<file path="src/rtl/mult_div_unit.sv">
// rtl/mult_div_unit.sv - sequential signed multiply/divide unit (radix-2 Booth MULT, restoring DIV)
// Results appear on hi_out/lo_out only at completion; working registers stay internal.
module mult_div_unit #(
    parameter int WIDTH = 32,
    parameter int CNT_W = 6
) (
    input  logic             clk,
    input  logic             reset,
    input  logic [WIDTH-1:0] a,
    input  logic [WIDTH-1:0] b,
    input  logic             mult_start,
    input  logic             div_start,
    output logic [WIDTH-1:0] hi_out,
    output logic [WIDTH-1:0] lo_out,
    output logic             busy,
    output logic             done,
    output logic             div_zero
);

    typedef enum logic [1:0] {S_IDLE, S_MULT, S_DIV, S_FINISH} state_t;

    state_t           state_q;
    logic [CNT_W-1:0] cnt_q;
    // acc_hi_q carries one guard bit so Booth adds of the most negative operand cannot overflow
    logic [WIDTH:0]   acc_hi_q;
    logic [WIDTH-1:0] acc_lo_q;
    logic             q1_q;
    logic [WIDTH-1:0] m_q;
    logic             neg_q_q;
    logic             neg_r_q;
    logic [WIDTH-1:0] hi_q;
    logic [WIDTH-1:0] lo_q;
    logic             busy_q;
    logic             done_q;
    logic             dz_q;

    logic [WIDTH:0]   m_ext;
    logic [WIDTH:0]   booth_sum;
    logic [WIDTH:0]   booth_hi_d;
    logic [WIDTH-1:0] booth_lo_d;
    logic             booth_q1_d;
    logic [WIDTH:0]   div_shift;
    logic [WIDTH:0]   div_diff;
    logic [WIDTH:0]   div_rem_d;
    logic [WIDTH-1:0] div_quo_d;
    logic [WIDTH-1:0] div_quo_fin;
    logic [WIDTH-1:0] div_rem_fin;
    logic [WIDTH-1:0] a_mag;
    logic [WIDTH-1:0] b_mag;
    logic             last_iter;

    always_comb begin
        m_ext = {m_q[WIDTH-1], m_q};
        booth_sum = acc_hi_q;
        case ({acc_lo_q[0], q1_q})
            2'b01:   booth_sum = acc_hi_q + m_ext;
            2'b10:   booth_sum = acc_hi_q - m_ext;
            default: booth_sum = acc_hi_q;
        endcase
        booth_hi_d = {booth_sum[WIDTH], booth_sum[WIDTH:1]};
        booth_lo_d = {booth_sum[0], acc_lo_q[WIDTH-1:1]};
        booth_q1_d = acc_lo_q[0];

        div_shift = {acc_hi_q[WIDTH-1:0], acc_lo_q[WIDTH-1]};
        div_diff  = div_shift - {1'b0, m_q};
        if (!div_diff[WIDTH]) begin
            div_rem_d = div_diff;
            div_quo_d = {acc_lo_q[WIDTH-2:0], 1'b1};
        end else begin
            div_rem_d = div_shift;
            div_quo_d = {acc_lo_q[WIDTH-2:0], 1'b0};
        end
        div_quo_fin = neg_q_q ? -div_quo_d : div_quo_d;
        div_rem_fin = neg_r_q ? -div_rem_d[WIDTH-1:0] : div_rem_d[WIDTH-1:0];

        a_mag = a[WIDTH-1] ? -a : a;
        b_mag = b[WIDTH-1] ? -b : b;
        last_iter = (cnt_q == CNT_W'(WIDTH - 1));
    end

    always_ff @(posedge clk) begin
        if (reset) begin
            state_q  <= S_IDLE;
            cnt_q    <= '0;
            acc_hi_q <= '0;
            acc_lo_q <= '0;
            q1_q     <= 1'b0;
            m_q      <= '0;
            neg_q_q  <= 1'b0;
            neg_r_q  <= 1'b0;
            hi_q     <= '0;
            lo_q     <= '0;
            busy_q   <= 1'b0;
            done_q   <= 1'b0;
            dz_q     <= 1'b0;
        end else begin
            done_q <= 1'b0;
            dz_q   <= 1'b0;
            case (state_q)
                S_IDLE: begin
                    if (mult_start) begin
                        acc_hi_q <= '0;
                        acc_lo_q <= b;
                        q1_q     <= 1'b0;
                        m_q      <= a;
                        cnt_q    <= '0;
                        busy_q   <= 1'b1;
                        state_q  <= S_MULT;
                    end else if (div_start) begin
                        if (b == '0) begin
                            done_q  <= 1'b1;
                            dz_q    <= 1'b1;
                            state_q <= S_FINISH;
                        end else begin
                            acc_hi_q <= '0;
                            acc_lo_q <= a_mag;
                            m_q      <= b_mag;
                            neg_q_q  <= a[WIDTH-1] ^ b[WIDTH-1];
                            neg_r_q  <= a[WIDTH-1];
                            cnt_q    <= '0;
                            busy_q   <= 1'b1;
                            state_q  <= S_DIV;
                        end
                    end
                end
                S_MULT: begin
                    acc_hi_q <= booth_hi_d;
                    acc_lo_q <= booth_lo_d;
                    q1_q     <= booth_q1_d;
                    cnt_q    <= cnt_q + 1'b1;
                    if (last_iter) begin
                        hi_q    <= booth_hi_d[WIDTH-1:0];
                        lo_q    <= booth_lo_d;
                        busy_q  <= 1'b0;
                        done_q  <= 1'b1;
                        state_q <= S_FINISH;
                    end
                end
                S_DIV: begin
                    acc_hi_q <= div_rem_d;
                    acc_lo_q <= div_quo_d;
                    cnt_q    <= cnt_q + 1'b1;
                    if (last_iter) begin
                        hi_q    <= div_rem_fin;
                        lo_q    <= div_quo_fin;
                        busy_q  <= 1'b0;
                        done_q  <= 1'b1;
                        state_q <= S_FINISH;
                    end
                end
                default: begin
                    state_q <= S_IDLE;
                end
            endcase
        end
    end

    assign hi_out   = hi_q;
    assign lo_out   = lo_q;
    assign busy     = busy_q;
    assign done     = done_q;
    assign div_zero = dz_q;

endmodule

</file>
<file path="config.mk">
export PLATFORM = sky130hd
export DESIGN_NAME = mult_div_unit
export DESIGN_NICKNAME = d
export VERILOG_FILES = /design/src/rtl/mult_div_unit.sv
export SDC_FILE = /design/constraint.sdc
export NUM_CORES = 1
export LEC_CHECK = 0
export CORE_MARGIN = 10
export CORE_UTILIZATION = 55
export DETAILED_ROUTE_END_ITERATION = 12
export PLACE_DENSITY = 0.86
export SLEW_MARGIN = 15
export SYNTH_ARGS = -nofsm -noshare
export SYNTH_HDL_FRONTEND = slang
export SYNTH_SLANG_ARGS = --single-unit
</file>
<file path="constraint.sdc">
create_clock -name clk -period 8.15 [get_ports clk]
set_clock_uncertainty 0.05 [all_clocks]
set_input_delay 1.63 -clock clk [delete_from_list [all_inputs] [get_ports clk]]
set_output_delay 1.63 -clock clk [all_outputs]
set_load 0.05 [all_outputs]
</file>
Yosys cells after proc, flatten, opt, wreduce, memory -nomap -nowiden
Cells that the tools add are included.

Bitwise gates (word level): 4. Equality and inequality tests: 12. $add $sub $neg: 8. Mux-type cells: 45. Reduce and logical (&&, ||, !) cells: 17.

Operator list (number): 32-bit two-way mux (14); 33-bit two-way mux (4); 32-bit negator (4); 32-bit case mux with 2 select lines (2); 33-bit case mux with 3 select lines (1); 32-bit case mux with 3 select lines (1); 33-bit case mux with 2 select lines (1); 33-bit adder (1); 33-bit by 32-bit subtractor with 33-bit output (1); 33-bit subtractor (1); 32-bit logical NOT (1); 6-bit two-way mux (3); 6-bit case mux with 2 select lines (1); 3-bit AND reduction (4); 1-bit two-way mux (11); 2-bit inequality test (second input constant) (4); 4-bit AND reduction (2); 2-bit nonzero test (4); 6-bit by 1-bit adder with 6-bit output (second input constant) (1); 6-bit by 5-bit == test with 1-bit output (second input constant) (1); 2-bit two-way mux (3); 3-bit inequality test (second input constant) (2); 1-bit case mux with 2 select lines (3); 2-bit by 1-bit == test with 1-bit output (second input constant) (2); other kinds (9) (14).

Logic and storage cells: 99. Register bits after elaboration: 175. Input port bits: 68.

Depth between registers and ports, before layout
Word-level depth: 6. Mapped depth: 28.

Worst setup path before layout
Ideal clock, no wire load.

Path kind: register to register. From: register acc_lo_q[31]. To: register lo_q[28] (netlist: lo_out[28]). Setup slack: 2.388 ns. Buffers on the path: 5. Setup time: 0.128 ns. Arrival: 5.584 ns. Required time: 7.972 ns. Stages on the path, launching flop included: 28. Period minus slack after synthesis: 5.762 ns. Cells stage by stage: dfxtp_1 > inv_1 > ha_1 > fa_1 > nor2b_4 > o31a_1 > o21ai_2 > a211oi_1 > nor3_1 > o21ai_0 > a21oi_1 > o21bai_1 > ha_1 > inv_1 > clkbuf_1 > buf_2 > buf_1 > buf_1 > ha_1 > nand2_1 > or3_1 > clkbuf_1 > or4_1 > o21ai_0 > xor2_1 > a211oi_1 > a21oi_1 > nor2_1.

Longest elaborated chain between the ends: 6.

Ends and longest elaborated chain: start: declaration (line 26) `logic [WIDTH-1:0] acc_lo_q;`; start signal: assignment (line 116) `acc_lo_q <= a_mag;`; start signal: assignment (line 128) `acc_lo_q <= booth_lo_d;`; start signal: assignment (line 141) `acc_lo_q <= div_quo_d;`; 33-bit by 32-bit subtractor with 33-bit output (line 65) `div_diff = div_shift - {1'b0, m_q};`; 1-bit two-way mux (line 66) `if (!div_diff[WIDTH]) begin`; 32-bit negator (line 73) `div_quo_fin = neg_q_q ? -div_quo_d : div_quo_d;`; 32-bit two-way mux (line 73); 32-bit two-way mux (line 143) `if (last_iter) begin`; 32-bit case mux with 2 select lines (line 99) `case (state_q)`; end signal: assignment (line 133) `lo_q <= booth_lo_d;`; end signal: assignment (line 145) `lo_q <= div_quo_fin;`; end: declaration (line 32) `logic [WIDTH-1:0] lo_q;`.

No other way between the ends. The select of a mux whose other input is x is not followed. A chain may end at the register's enable or synchronous reset.

Final worst setup path
From: register acc_lo_q[31]. To: register hi_q[26] (netlist: hi_out[26]).

Longest elaborated chain between the ends: 6.

Ends and longest elaborated chain: 33-bit by 32-bit subtractor with 33-bit output (line 65); 33-bit two-way mux (*) (line 66); 32-bit negator (line 74) `div_rem_fin = neg_r_q ? -div_rem_d[WIDTH-1:0] : div_rem_d[WIDTH-1:0];`; 32-bit two-way mux (*) (line 74); 32-bit two-way mux (*) (line 143); 32-bit case mux with 2 select lines (*) (line 99); end signal: assignment (line 132) `hi_q <= booth_hi_d[WIDTH-1:0];`; end signal: assignment (line 144) `hi_q <= div_rem_fin;`; end: declaration (line 31) `logic [WIDTH-1:0] hi_q;`.

Every way passes the cells marked *; elsewhere a longest branch is shown, timed or not. The select of a mux whose other input is x is not followed.

==> summary.txt <==
Hold path
  – Worst min-delay path category: reg -> reg
  – Hold Startpoint: hi_out[16]
  – Worst hold stages: 2
  – Worst Hold Endpoint: hi_out[16]

Synthesis
  – Largest area contributor in the netlist: dfxtp_1
  – Syn Nets: 2427
  – Synth Register Bits: 175
  – Synth Flop Type: dfxtp_1
  – Mapped Area: 16200 um2
  – Sequential fraction of the synthesis area: 21.6%
  – Largest cells by area after synthesis: dfxtp_1 (22%), nor2_1 (7.3%), a21oi_1 (6.8%)
  – Ys Warns: 0
  – Most frequent cell after synthesis: nor2_1
  – Cell variety after synth: 90
  – Post-synth top cells: nor2_1 (315), a21oi_1 (219), nand2_1 (204)
  – Ys async rst share: 0%
  – Post-synth top area share: 21.6%
  – Mapped Cells: 2281
  – Avg Inst Size Synth: 7.10 um2
  – EDFF count, synth: 0

Floorplanning
  – Starting Density: 56.1%
  – I/O Pins: 135
  – Die width: 192 um
  – Die area: 36700 um2
  – Die Ht: 192 um
  – Core area: 28900 um2
  – Row count: 62

Critical path
  – FF-to-FF End: hi_out[26]
  – Crit-path max FO: 59
  – Required time of the critical path: 8.45 ns
  – Reg2reg start: acc_lo_q[31]
  – Cell family with most CP delay: simple AND/OR/NAND/NOR gates
  – Slowest stage cell on the critical path: a211oi_1
  – Worst reg2reg setup slack: 1.59 ns
  – CP Class: reg -> reg
  – CP cell instances: inv_1 -> ha_1 -> fa_1 -> nor2b_4 -> o31a_1 -> o21ai_2 -> a211oi_1 -> nor3_1 -> o21ai_0 -> a21oi_1 -> o21bai_1 -> ha_1 -> buf_4 -> and2_1 -> nand3_1 -> o311ai_0 -> a311o_1 -> nand3b_4 -> or4_4 -> or3_1 -> or4_4 -> o22ai_1 -> nand2_1 -> a32o_1
  – Critical Path Start Type: register
  – FF-to-FF path depth: 24
  – CP Capture Type: register
  – Critical Path Source: acc_lo_q[31]
  – Arrival time at the worst endpoint: 6.87 ns
  – Worst Path Buf+Inv: 2
  – Max incr delay on CP: 0.60 ns

Timing
  – RSZ-0062 raised after global routing: no
  – Worst Max-Slew Pin Slew: 1.17 ns
  – Max Fclk: 152 MHz
  – Final setup violation count: 0
  – Period utilization: 80.5%
  – Fin Setup TNS: 0 ns
  – Max-slew violation count: 0
  – Max_slew headroom: 22.0%
  – Hold WS: 0.404 ns
  – Setup ws final: 1.59 ns
  – Endpoints failing hold: 0
  – Period minus WS final: 6.56 ns

GRT
  – Largest net degree at the start of global routing: 109
  – First-pass GRT wire length: 90800 um
  – Initial antenna violation count: 0
  – GRT overflow: 0
  – Vias in the first global route: 16400
  – GRT Total Usage: 30.9%

Drt
  – Post-detailed-route count of antenna-violating nets: 0
  – Residual DRC: 0
  – Total wire length: 58500 um
  – Max Used Layer: met4
  – Total vias in the final route: 17600
  – Met1 WL: 22400 um
  – TritonRoute pass-1 iters: 6
  – Met2 wire length: 27300 um
  – Via density: 6.58
  – Routed len/inst: 21.8 um
  – Starting DRT DRC Count: 1967
  – DR WL met3: 4660 um

Pwr
  – Clk pwr share: 16.5%
  – Pwr Total: 5.29 mW
  – P_leak: 6.86 nW
  – Power share of the sequential group: 21.7%
  – Sw power: 2.71 mW
  – Internal power: 2.58 mW
  – Sw Share: 51.3%
  – P per Cell Area: 292 nW/um2
  – Comb pwr share: 61.8%
  – Peak VDD IR: 0.189 mV

Clock network
  – TritonCTS Sinks: 175
  – Total CTS buffers: 17
  – Clock latency on the worst-skew pair: 0.46 ns
  – CTS tree: done
  – Clock slew at reported path FFs: 0.08 ns
  – Hold buffers post-CTS: 0
  – PostCTS Resize Cnt: 0
  – Max Buffers Root-to-Sink: 2
  – Clock H-tree levels: 4
  – Clk Tree Root Cell: clkbuf_16
  – Postcts setup bufs: 0

Final layout
  – Share of layout cells above drive strength 1: 4.53%
  – N_diodes: 0
  – Fin util: 62.8%
  – Fin nets: 2428
  – Area Growth Syn to Fin: 11.9%

Flow run
  – Max cap viols: 0

Placed design
  – # port buffers: 134
  – Pre-CTS setup slack: 1.67 ns
  – Final Wtd Congestion: 1.01
  – DP HPWL: 44200 um

Run status
  – Outcome: finished clean
[flip-flops by register name, summed over array words and instances, names as in the netlist]
name	flops
done	1
neg_q_q	1
acc_hi_q	33
m_q	32
neg_r_q	1
div_zero	1
acc_lo_q	32
lo_out	32
q1_q	1
busy	1
state_q	2
hi_out	32
cnt_q	6
[how the worst max path moves through the flow]
stage / end / slack [ns] / depth (start not counted)
global route: hi_out[31] / 1.27 / 22
global placement: acc_lo_q[31] / 1.80 / 12
detailed placement: hi_out[30] / 1.67 / 24
floorplan: lo_out[28] / 2.39 / 27
CTS: hi_out[26] / 1.66 / 24
finish: hi_out[26] / 1.59 / 24
[logic make-up after synthesis]
family	after synthesis	synth area share, %
and+or+nand+nor	806	23.2
buffers and inverters	248	6.03
adders and majority gates	78	6.12
DFF	175	21.6
xor gates and xnor gates	177	9.57
AOI/OAI and AO/OA	763	31.3
muxes	34	2.14
[through the flow]
step | cell area, um2 | instances
floorplan | 16200 | 2281
global placement | 17500 | 2647
detailed placement | 17500 | 2647
CTS | 18100 | 2678
global route | 18100 | 2678
finish | 18100 | 2678
[power by group through the flow]
stage	clock [mW]	combinational, mW	sequential, mW
6_report	0.871	3.27	1.15
5_1_grt	0.908	3.53	1.16
4_1_cts	0.869	3.17	1.14
3_5_place_dp	0	3.14	1.16
3_3_place_gp	0	3.08	1.15
2_1_floorplan	0	2.47	1.06
[worst min-delay path, stage by stage (launching register included)]
cell and delay (ns):
dfxtp_1 0.31, nand2_1 0.05, a21oi_1 0.05
[cell type report]
class | count | area [um2]
multi-input cells | 1858 | 11800
repair buffers | 154 | 1490
clock inverters | 12 | 149
fillers | 2585 | 10700
flip-flops and latches | 175 | 3500
well taps | 384 | 480
inverters | 76 | 285
clock buffers | 19 | 453
[metal layers]
layer,global-route usage (%),vias up
met5,0,-
met4,20.4,0
met3,5.84,212
met2,51.4,911
met1,35.7,8176
li1,-,8316
[placed cells by master, fill, tap and decap left out, types with 30 or more instances in the layout]
cell,n
nor2_1,315
a21oi_1,219
nand2_1,203
dfxtp_1,175
clkdlybuf4s50_1,132
o21ai_0,123
xor2_1,100
a211oi_1,82
xnor2_1,77
inv_1,75
ha_1,74
nor3_1,68
nand3_1,41
o31ai_1,40
a221oi_1,31
a21o_1,30
a22oi_1,30
Power figures use the tool's default switching activity.
